$ cat src/rtl/demux_pkg.sv
// ---------------------------------------------------------------------------
// demux_pkg
// Shared definitions for the registered 1:N demultiplexer.
//   DEMUX_MODE_CLEAR / DEMUX_MODE_HOLD : output mode selectors
//   MAX_CHANNELS / MAX_SEL_WIDTH       : largest supported configuration
//   chan_vec_t                         : channel bit-vector at maximum width
//   sel_onehot(sel, n)                 : n-bit one-hot decode of sel, or 0
//                                        when sel >= n
// ---------------------------------------------------------------------------
package demux_pkg;

   localparam int DEMUX_MODE_CLEAR = 0;
   localparam int DEMUX_MODE_HOLD  = 1;

   localparam int MAX_CHANNELS  = 64;
   localparam int MAX_SEL_WIDTH = 8;

   typedef logic [MAX_CHANNELS-1:0] chan_vec_t;

   // Decodes at maximum width so one function serves every configuration.
   // Callers keep the low n bits. An out-of-range selector yields all zeros,
   // which is how the top level tells a dropped transfer apart from a write.
   function automatic chan_vec_t sel_onehot(input logic [MAX_SEL_WIDTH-1:0] sel,
                                            input int n);
      chan_vec_t v;
      v = '0;
      for (int i = 0; i < MAX_CHANNELS; i++) begin
         if ((i < n) && (sel == MAX_SEL_WIDTH'(i))) begin
            v[i] = 1'b1;
         end
      end
      return v;
   endfunction

endpackage

$ cat src/rtl/demux_chan_reg.sv
// ---------------------------------------------------------------------------
// demux_chan_reg
// One channel of the registered demultiplexer: a data register with write
// and clear enables plus the channel's output gating.
//   clk    : rising-edge clock
//   rst    : asynchronous active-high reset, clears the register
//   wr_en  : load d on the next edge
//   clr_en : load 0 on the next edge (ignored when wr_en is high)
//   d      : word to load
//   valid  : this channel's valid bit, used for clear-mode gating
//   q      : channel data as seen by the consumer
// Parameters:
//   HOLD_MODE  : DEMUX_MODE_CLEAR gates q with valid, DEMUX_MODE_HOLD does not
//   ZERO_FORCE : 1 makes this a hardwired-zero channel (x0 semantics)
// ---------------------------------------------------------------------------
import demux_pkg::*;

module demux_chan_reg #(
   parameter int DATA_WIDTH = 32,
   parameter int HOLD_MODE  = DEMUX_MODE_CLEAR,
   parameter bit ZERO_FORCE = 1'b0
) (
   input  logic                  clk,
   input  logic                  rst,
   input  logic                  wr_en,
   input  logic                  clr_en,
   input  logic [DATA_WIDTH-1:0] d,
   input  logic                  valid,
   output logic [DATA_WIDTH-1:0] q
);

   logic [DATA_WIDTH-1:0] data_q;

   // A zero-forced channel never leaves 0. The register then reduces to a
   // constant and synthesis removes it, while the valid bit for this channel
   // is still managed normally by the top level.
   always_ff @(posedge clk or posedge rst) begin
      if (rst) begin
         data_q <= '0;
      end else if (ZERO_FORCE) begin
         data_q <= '0;
      end else if (wr_en) begin
         data_q <= d;
      end else if (clr_en) begin
         data_q <= '0;
      end
   end

   // In clear mode a channel only shows data while its transfer is pending,
   // so a consumer never sees a stale word on a channel that is not valid.
   assign q = ((HOLD_MODE == DEMUX_MODE_HOLD) || valid) ? data_q : '0;

endmodule

$ cat src/rtl/demux_reg_1_n.sv
// ---------------------------------------------------------------------------
// demux_reg_1_n
// Registered 1:N demultiplexer with a one-entry valid/ready stage. It sits
// between writeback and the register file / peripheral write ports.
//   DEMUXREG_CLOCK_50       : rising-edge clock
//   DEMUXREG_RESET_InHigh   : asynchronous active-high reset
//   DEMUXREG_Data_InBUS     : input word
//   DEMUXREG_Selector_InBUS : target channel index
//   DEMUXREG_Broadcast_In   : 1 writes every channel, selector ignored
//   DEMUXREG_InValid        : input transfer valid
//   DEMUXREG_InReady        : stage can take a transfer this cycle
//   DEMUXREG_Data_OutBUS    : channel k at [k*DATA_WIDTH +: DATA_WIDTH]
//   DEMUXREG_Valid_OutBUS   : per-channel valid, one-hot or all ones
//   DEMUXREG_OutReady       : downstream takes the current output transfer
//   DEMUXREG_Err_Out        : one-cycle pulse after an out-of-range selector
// ---------------------------------------------------------------------------
import demux_pkg::*;

module demux_reg_1_n #(
   parameter int DATA_WIDTH   = 32,
   parameter int NUM_CHANNELS = 32,
   parameter int SEL_WIDTH    = 5,
   parameter int HOLD_MODE    = DEMUX_MODE_CLEAR,
   parameter bit ZERO_CH0     = 1'b1
) (
   input  logic                               DEMUXREG_CLOCK_50,
   input  logic                               DEMUXREG_RESET_InHigh,
   input  logic [DATA_WIDTH-1:0]              DEMUXREG_Data_InBUS,
   input  logic [SEL_WIDTH-1:0]               DEMUXREG_Selector_InBUS,
   input  logic                               DEMUXREG_Broadcast_In,
   input  logic                               DEMUXREG_InValid,
   output logic                               DEMUXREG_InReady,
   output logic [NUM_CHANNELS*DATA_WIDTH-1:0] DEMUXREG_Data_OutBUS,
   output logic [NUM_CHANNELS-1:0]            DEMUXREG_Valid_OutBUS,
   input  logic                               DEMUXREG_OutReady,
   output logic                               DEMUXREG_Err_Out
);

   // Catch inconsistent configurations at elaboration rather than in silicon.
   if ((NUM_CHANNELS < 2) || (NUM_CHANNELS > MAX_CHANNELS)) begin : g_bad_channels
      $error("demux_reg_1_n: NUM_CHANNELS must be in 2..64");
   end
   if (SEL_WIDTH != $clog2(NUM_CHANNELS)) begin : g_bad_sel_width
      $error("demux_reg_1_n: SEL_WIDTH must equal clog2(NUM_CHANNELS)");
   end

   logic                    clk;
   logic                    rst;
   chan_vec_t               onehot_full;
   logic [NUM_CHANNELS-1:0] dec_vec;
   logic [NUM_CHANNELS-1:0] valid_q;
   logic                    in_range;
   logic                    in_ready;
   logic                    accept;
   logic                    load;
   logic                    err_q;

   assign clk = DEMUXREG_CLOCK_50;
   assign rst = DEMUXREG_RESET_InHigh;

   // Decode target channels. Broadcast overrides the selector entirely, so an
   // out-of-range selector is harmless when broadcasting.
   assign onehot_full = sel_onehot(MAX_SEL_WIDTH'(DEMUXREG_Selector_InBUS), NUM_CHANNELS);
   assign dec_vec     = DEMUXREG_Broadcast_In ? '1 : onehot_full[NUM_CHANNELS-1:0];

   // The decoder works at maximum width; bits above NUM_CHANNELS are always 0.
   if (NUM_CHANNELS < MAX_CHANNELS) begin : g_unused_hi
      logic unused_hi;
      assign unused_hi = ^onehot_full[MAX_CHANNELS-1:NUM_CHANNELS];
   end

   // An empty decode means an out-of-range selector. The transfer is still
   // consumed so the producer never stalls on a bad index.
   assign in_range = |dec_vec;

   // Single-entry stage without a skid buffer: we take a new word when the
   // output slot is empty or is being drained on this same edge.
   assign in_ready = !(|valid_q) | DEMUXREG_OutReady;
   assign accept   = DEMUXREG_InValid & in_ready;
   assign load     = accept & in_range;

   // Valid pattern. A good transfer replaces the slot contents. Otherwise, if
   // the slot could be drained this cycle, it empties. When in_ready is low the
   // slot is stalled and holds its pattern.
   always_ff @(posedge clk or posedge rst) begin
      if (rst) begin
         valid_q <= '0;
      end else if (load) begin
         valid_q <= dec_vec;
      end else if (in_ready) begin
         valid_q <= '0;
      end
   end

   // The error flag is a registered pulse, so it lines up with the cycle in
   // which a good transfer would have appeared on the outputs.
   always_ff @(posedge clk or posedge rst) begin
      if (rst) begin
         err_q <= 1'b0;
      end else begin
         err_q <= accept & ~in_range;
      end
   end

   // One register per channel. In clear mode, a good transfer also zeroes
   // every channel it does not target, so no stale word lingers in the array.
   for (genvar k = 0; k < NUM_CHANNELS; k++) begin : g_chan
      logic wr_en;
      logic clr_en;

      assign wr_en  = load & dec_vec[k];
      assign clr_en = load & ~dec_vec[k] & (HOLD_MODE == DEMUX_MODE_CLEAR);

      demux_chan_reg #(
         .DATA_WIDTH (DATA_WIDTH),
         .HOLD_MODE  (HOLD_MODE),
         .ZERO_FORCE ((k == 0) && ZERO_CH0)
      ) u_chan (
         .clk    (clk),
         .rst    (rst),
         .wr_en  (wr_en),
         .clr_en (clr_en),
         .d      (DEMUXREG_Data_InBUS),
         .valid  (valid_q[k]),
         .q      (DEMUXREG_Data_OutBUS[k*DATA_WIDTH +: DATA_WIDTH])
      );
   end

   assign DEMUXREG_InReady      = in_ready;
   assign DEMUXREG_Valid_OutBUS = valid_q;
   assign DEMUXREG_Err_Out      = err_q;

endmodule

$ cat config.mk
export PLATFORM = sky130hd
export DESIGN_NAME = demux_reg_1_n
export DESIGN_NICKNAME = d
export VERILOG_FILES = /design/src/rtl/demux_pkg.sv /design/src/rtl/demux_chan_reg.sv /design/src/rtl/demux_reg_1_n.sv
export SDC_FILE = /design/constraint.sdc
export NUM_CORES = 2
export LEC_CHECK = 0
export CAP_MARGIN = 20
export CORE_AREA = 3 3 429 431
export DETAILED_ROUTE_END_ITERATION = 12
export DIE_AREA = 0 0 432 434
export GPL_TIMING_DRIVEN = 1
export SETUP_SLACK_MARGIN = 0.4
export SYNTH_ARGS = -nofsm -noshare
export SYNTH_HDL_FRONTEND = slang
export SYNTH_SLANG_ARGS = --single-unit
$ cat constraint.sdc
create_clock -name DEMUXREG_CLOCK_50 -period 33.2 [get_ports DEMUXREG_CLOCK_50]
set_input_delay 3.32 -clock DEMUXREG_CLOCK_50 [delete_from_list [all_inputs] [get_ports DEMUXREG_CLOCK_50]]
set_output_delay 3.32 -clock DEMUXREG_CLOCK_50 [all_outputs]
set_load 0.1 [all_outputs]
==> metrics.txt <==
status=complete, no violations; Buf/Inv on CP=3; Die H=approximately 430 µm; via count of the first global-routing pass=~45000; max-cap violations=0; cell mode on critical path=clkdlybuf4s50_1; asr flop ratio synth=1.00; final WL=244000 µm; final instance count without filler cells=between 9000 and 10000; Arr. time, crit path=roughly 5.8 ns; worst hold stages=2; fmax=approximately 0.11 GHz; Die X=432 µm; synth warn=0; final worst clock skew=roughly 0.071 ns; CTS root buf=clkbuf_16; Top FF cell, synth=dfrtp_1; Final period util=0.275; Cells after DPL=just under 9000; Pwr Density=between 50 and 60 nW/µm²; dpl hpwl=145000 µm; first drt pass iteration count=7; pre-CTS setup slack=around 24 ns; first-pass GRT wire length=about 340000 µm; reg2reg path depth=9; synthesized area=between 50000 and 60000 µm²; Antenna Nets Post-Route=0; drc violations=0; clock sinks=around 1000; syn_area_per_cell=around 8.6 µm²; synthesis-to-layout area growth=30.5%; Lkg Pwr=0.0279 µW; Setup Viol. Count Final=0; Seq/Total Area, Yosys=0.507; die area=about 190000 µm²; initial antenna violation count=32; Hold WC Path Type=flip-flop to flip-flop; RSZ-0062 raised after global routing=no; Num CTS Buffers=118; Setup crit start kind=input pin; delay-heaviest family, CP=buffers and inverters; Tot GR Track Use=0.247; post-synthesis cell count=a little under 6000; RD Place Congestion=approximately 0.82; CTS tree=yes; final setup margin=24.08 ns; number of flops mapped to enable cells by yosys=0; Hold Buf Count CTS=0; Levels on crit path=4; WL per Instance=around 27 µm; crit path capture type=primary output; Total Power=between 3000 and 4000 µW; final hold vios=0; setup bufs post-CTS=0; Final #Nets=6545; core footprint=about 180000 µm²; Via density=roughly 5.3; row cnt=156; Max transition margin=0.109; kind of critical path=input pin to primary output; Hold Worst Slack=approximately 0.53 ns; Clock transition at path regs=about 0.060 ns; CP cell instances=clkdlybuf4s50_1 -> o21ba_4 -> clkinv_2 -> clkdlybuf4s50_1; CTS H-tree lvls=3; Slew Viols, Final=0; I/O pin count=1100; CP peak stage delay=1.00 ns; PortBufs=between 1000 and 1500; Req. time, crit path=roughly 30 ns; total gr overflow=0; #FFs+latches synth=1025; CP max FO=50; Cell variety after synth=32; Worst VDD drop=between 0.04 and 0.05 mV; actual slew at the worst max-slew pin=1.34 ns; largest net degree at the start of global routing=between 200 and 250; cts repair resizes=0; initial core utilization=0.280; Max Buffers Root-to-Sink=3; Slowest-stage cell, CP=clkdlybuf4s50_1; Tmin final=9.12 ns; routed via count=about 48000; final setup TNS=0 ns; Iter 0 DRT Violations=just over 6000; layout cells sized above 1=0.0583; Worst-Skew Late Latency=roughly 0.77 ns
## final timing paths
| path | slack [ns] | from | end |
|---|---|---|---|
| min in group asynchronous | 3.05 | DEMUXREG_RESET_InHigh | g_chan[6].u_chan.data_q[26] |
| min reg2reg | 0.53 | g_chan[7].u_chan.data_q[7] | g_chan[7].u_chan.data_q[7] |
| min | 0.53 | g_chan[7].u_chan.data_q[7] | g_chan[7].u_chan.data_q[7] |
| max in group asynchronous | 25.60 | DEMUXREG_RESET_InHigh | g_chan[28].u_chan.data_q[10] |
| max | 24.08 | DEMUXREG_OutReady | DEMUXREG_InReady |
| max reg2reg | 27.08 | DEMUXREG_Valid_OutBUS[1] | g_chan[31].u_chan.data_q[16] |
## where the power goes
| group | total, µW | leakage [µW] | internal, µW | switching [µW] |
|---|---|---|---|---|
| clock network | 1410 | 0.00205 | 819 | 588 |
| registers | 1460 | 0.0134 | 1380 | 72.1 |
| logic | 1050 | 0.0125 | 231 | 821 |
## cells in the mapped netlist (all sizes together) (3+ instances only)
cell type  instances  area share
nand2           1984        0.15
dfrtp           1025        0.51
and2            1024        0.13
o22ai            960        0.12
clkbuf           457       0.034
buf              249       0.040
inv               34      0.0025
o311ai            32      0.0055
o31ai             32      0.0047
mux2i             30      0.0059
o21bai            15      0.0022
a21o              11      0.0016
nor4               8     0.00099
a31o               4     0.00069
nor2               4     0.00030
nand3b             3     0.00044
nor3b              3     0.00044
## flip-flops by register name (all words and copies together), names as in the netlist
signal,flops
DEMUXREG_Err_Out,1
DEMUXREG_Valid_OutBUS,32
g_chan.u_chan.data_q,992
## per-stage QoR
step                       util  cell area [µm²]
after global routing      0.366            66100
after floorplan               -            50700
after detailed placement  0.342            61700
after global placement    0.341            61600
final                     0.366            66100
after CTS                 0.365            65900
## worst register-to-register path: stages (launching register included)
cell	delay, ns
dfrtp_2	0.71
nor4_1	0.50
nand4_1	0.44
buf_4	0.43
nor3_4	0.29
buf_12	0.61
buf_4	0.92
buf_4	0.92
buf_4	0.88
o22ai_1	0.27
## per-layer routing
| layer | track usage | vias up | routed length, µm |
|---|---|---|---|
| li1 | - | 20600 | - |
| met1 | 0.314 | 23800 | 95000 |
| met2 | 0.393 | 2776 | 115000 |
| met3 | 0.0498 | 595 | 20400 |
| met4 | 0.141 | 4 | 14400 |
| met5 | 0 | - | 26 |
## cells in the final DEF (no fill, tap or decap), types with 31 or more instances in the layout
cell / Yosys / layout
and2_1: 1024 / 992
inv_1: 33 / 31
o31ai_1: 32 / 32
clkdlybuf4s50_1: 0 / 1051
buf_4: 108 / 99
conb_1: 1 / 33
clkbuf_16: 0 / 120
dfrtp_1: 1025 / 1020
nand2_1: 1984 / 1983
o311ai_0: 32 / 32
o22ai_1: 960 / 960
## layout make-up
class,instances,area (µm²)
multi-input cells,4157,21500
clock inverters,51,674
repair buffers,1167,11600
inverters,34,136
diodes,27,67.6
clock buffers,172,3500
fillers,18100,114000
well taps,2370,2970
flip-flops and latches,1025,25700
## cell families after synthesis
group | synth area share
compound gates | 0.134
other cells | 0.0000741
flops | 0.507
mux | 0.00615
simple gates | 0.277
buf+inv | 0.0760
No activity file was read; power rests on OpenSTA's default activity.
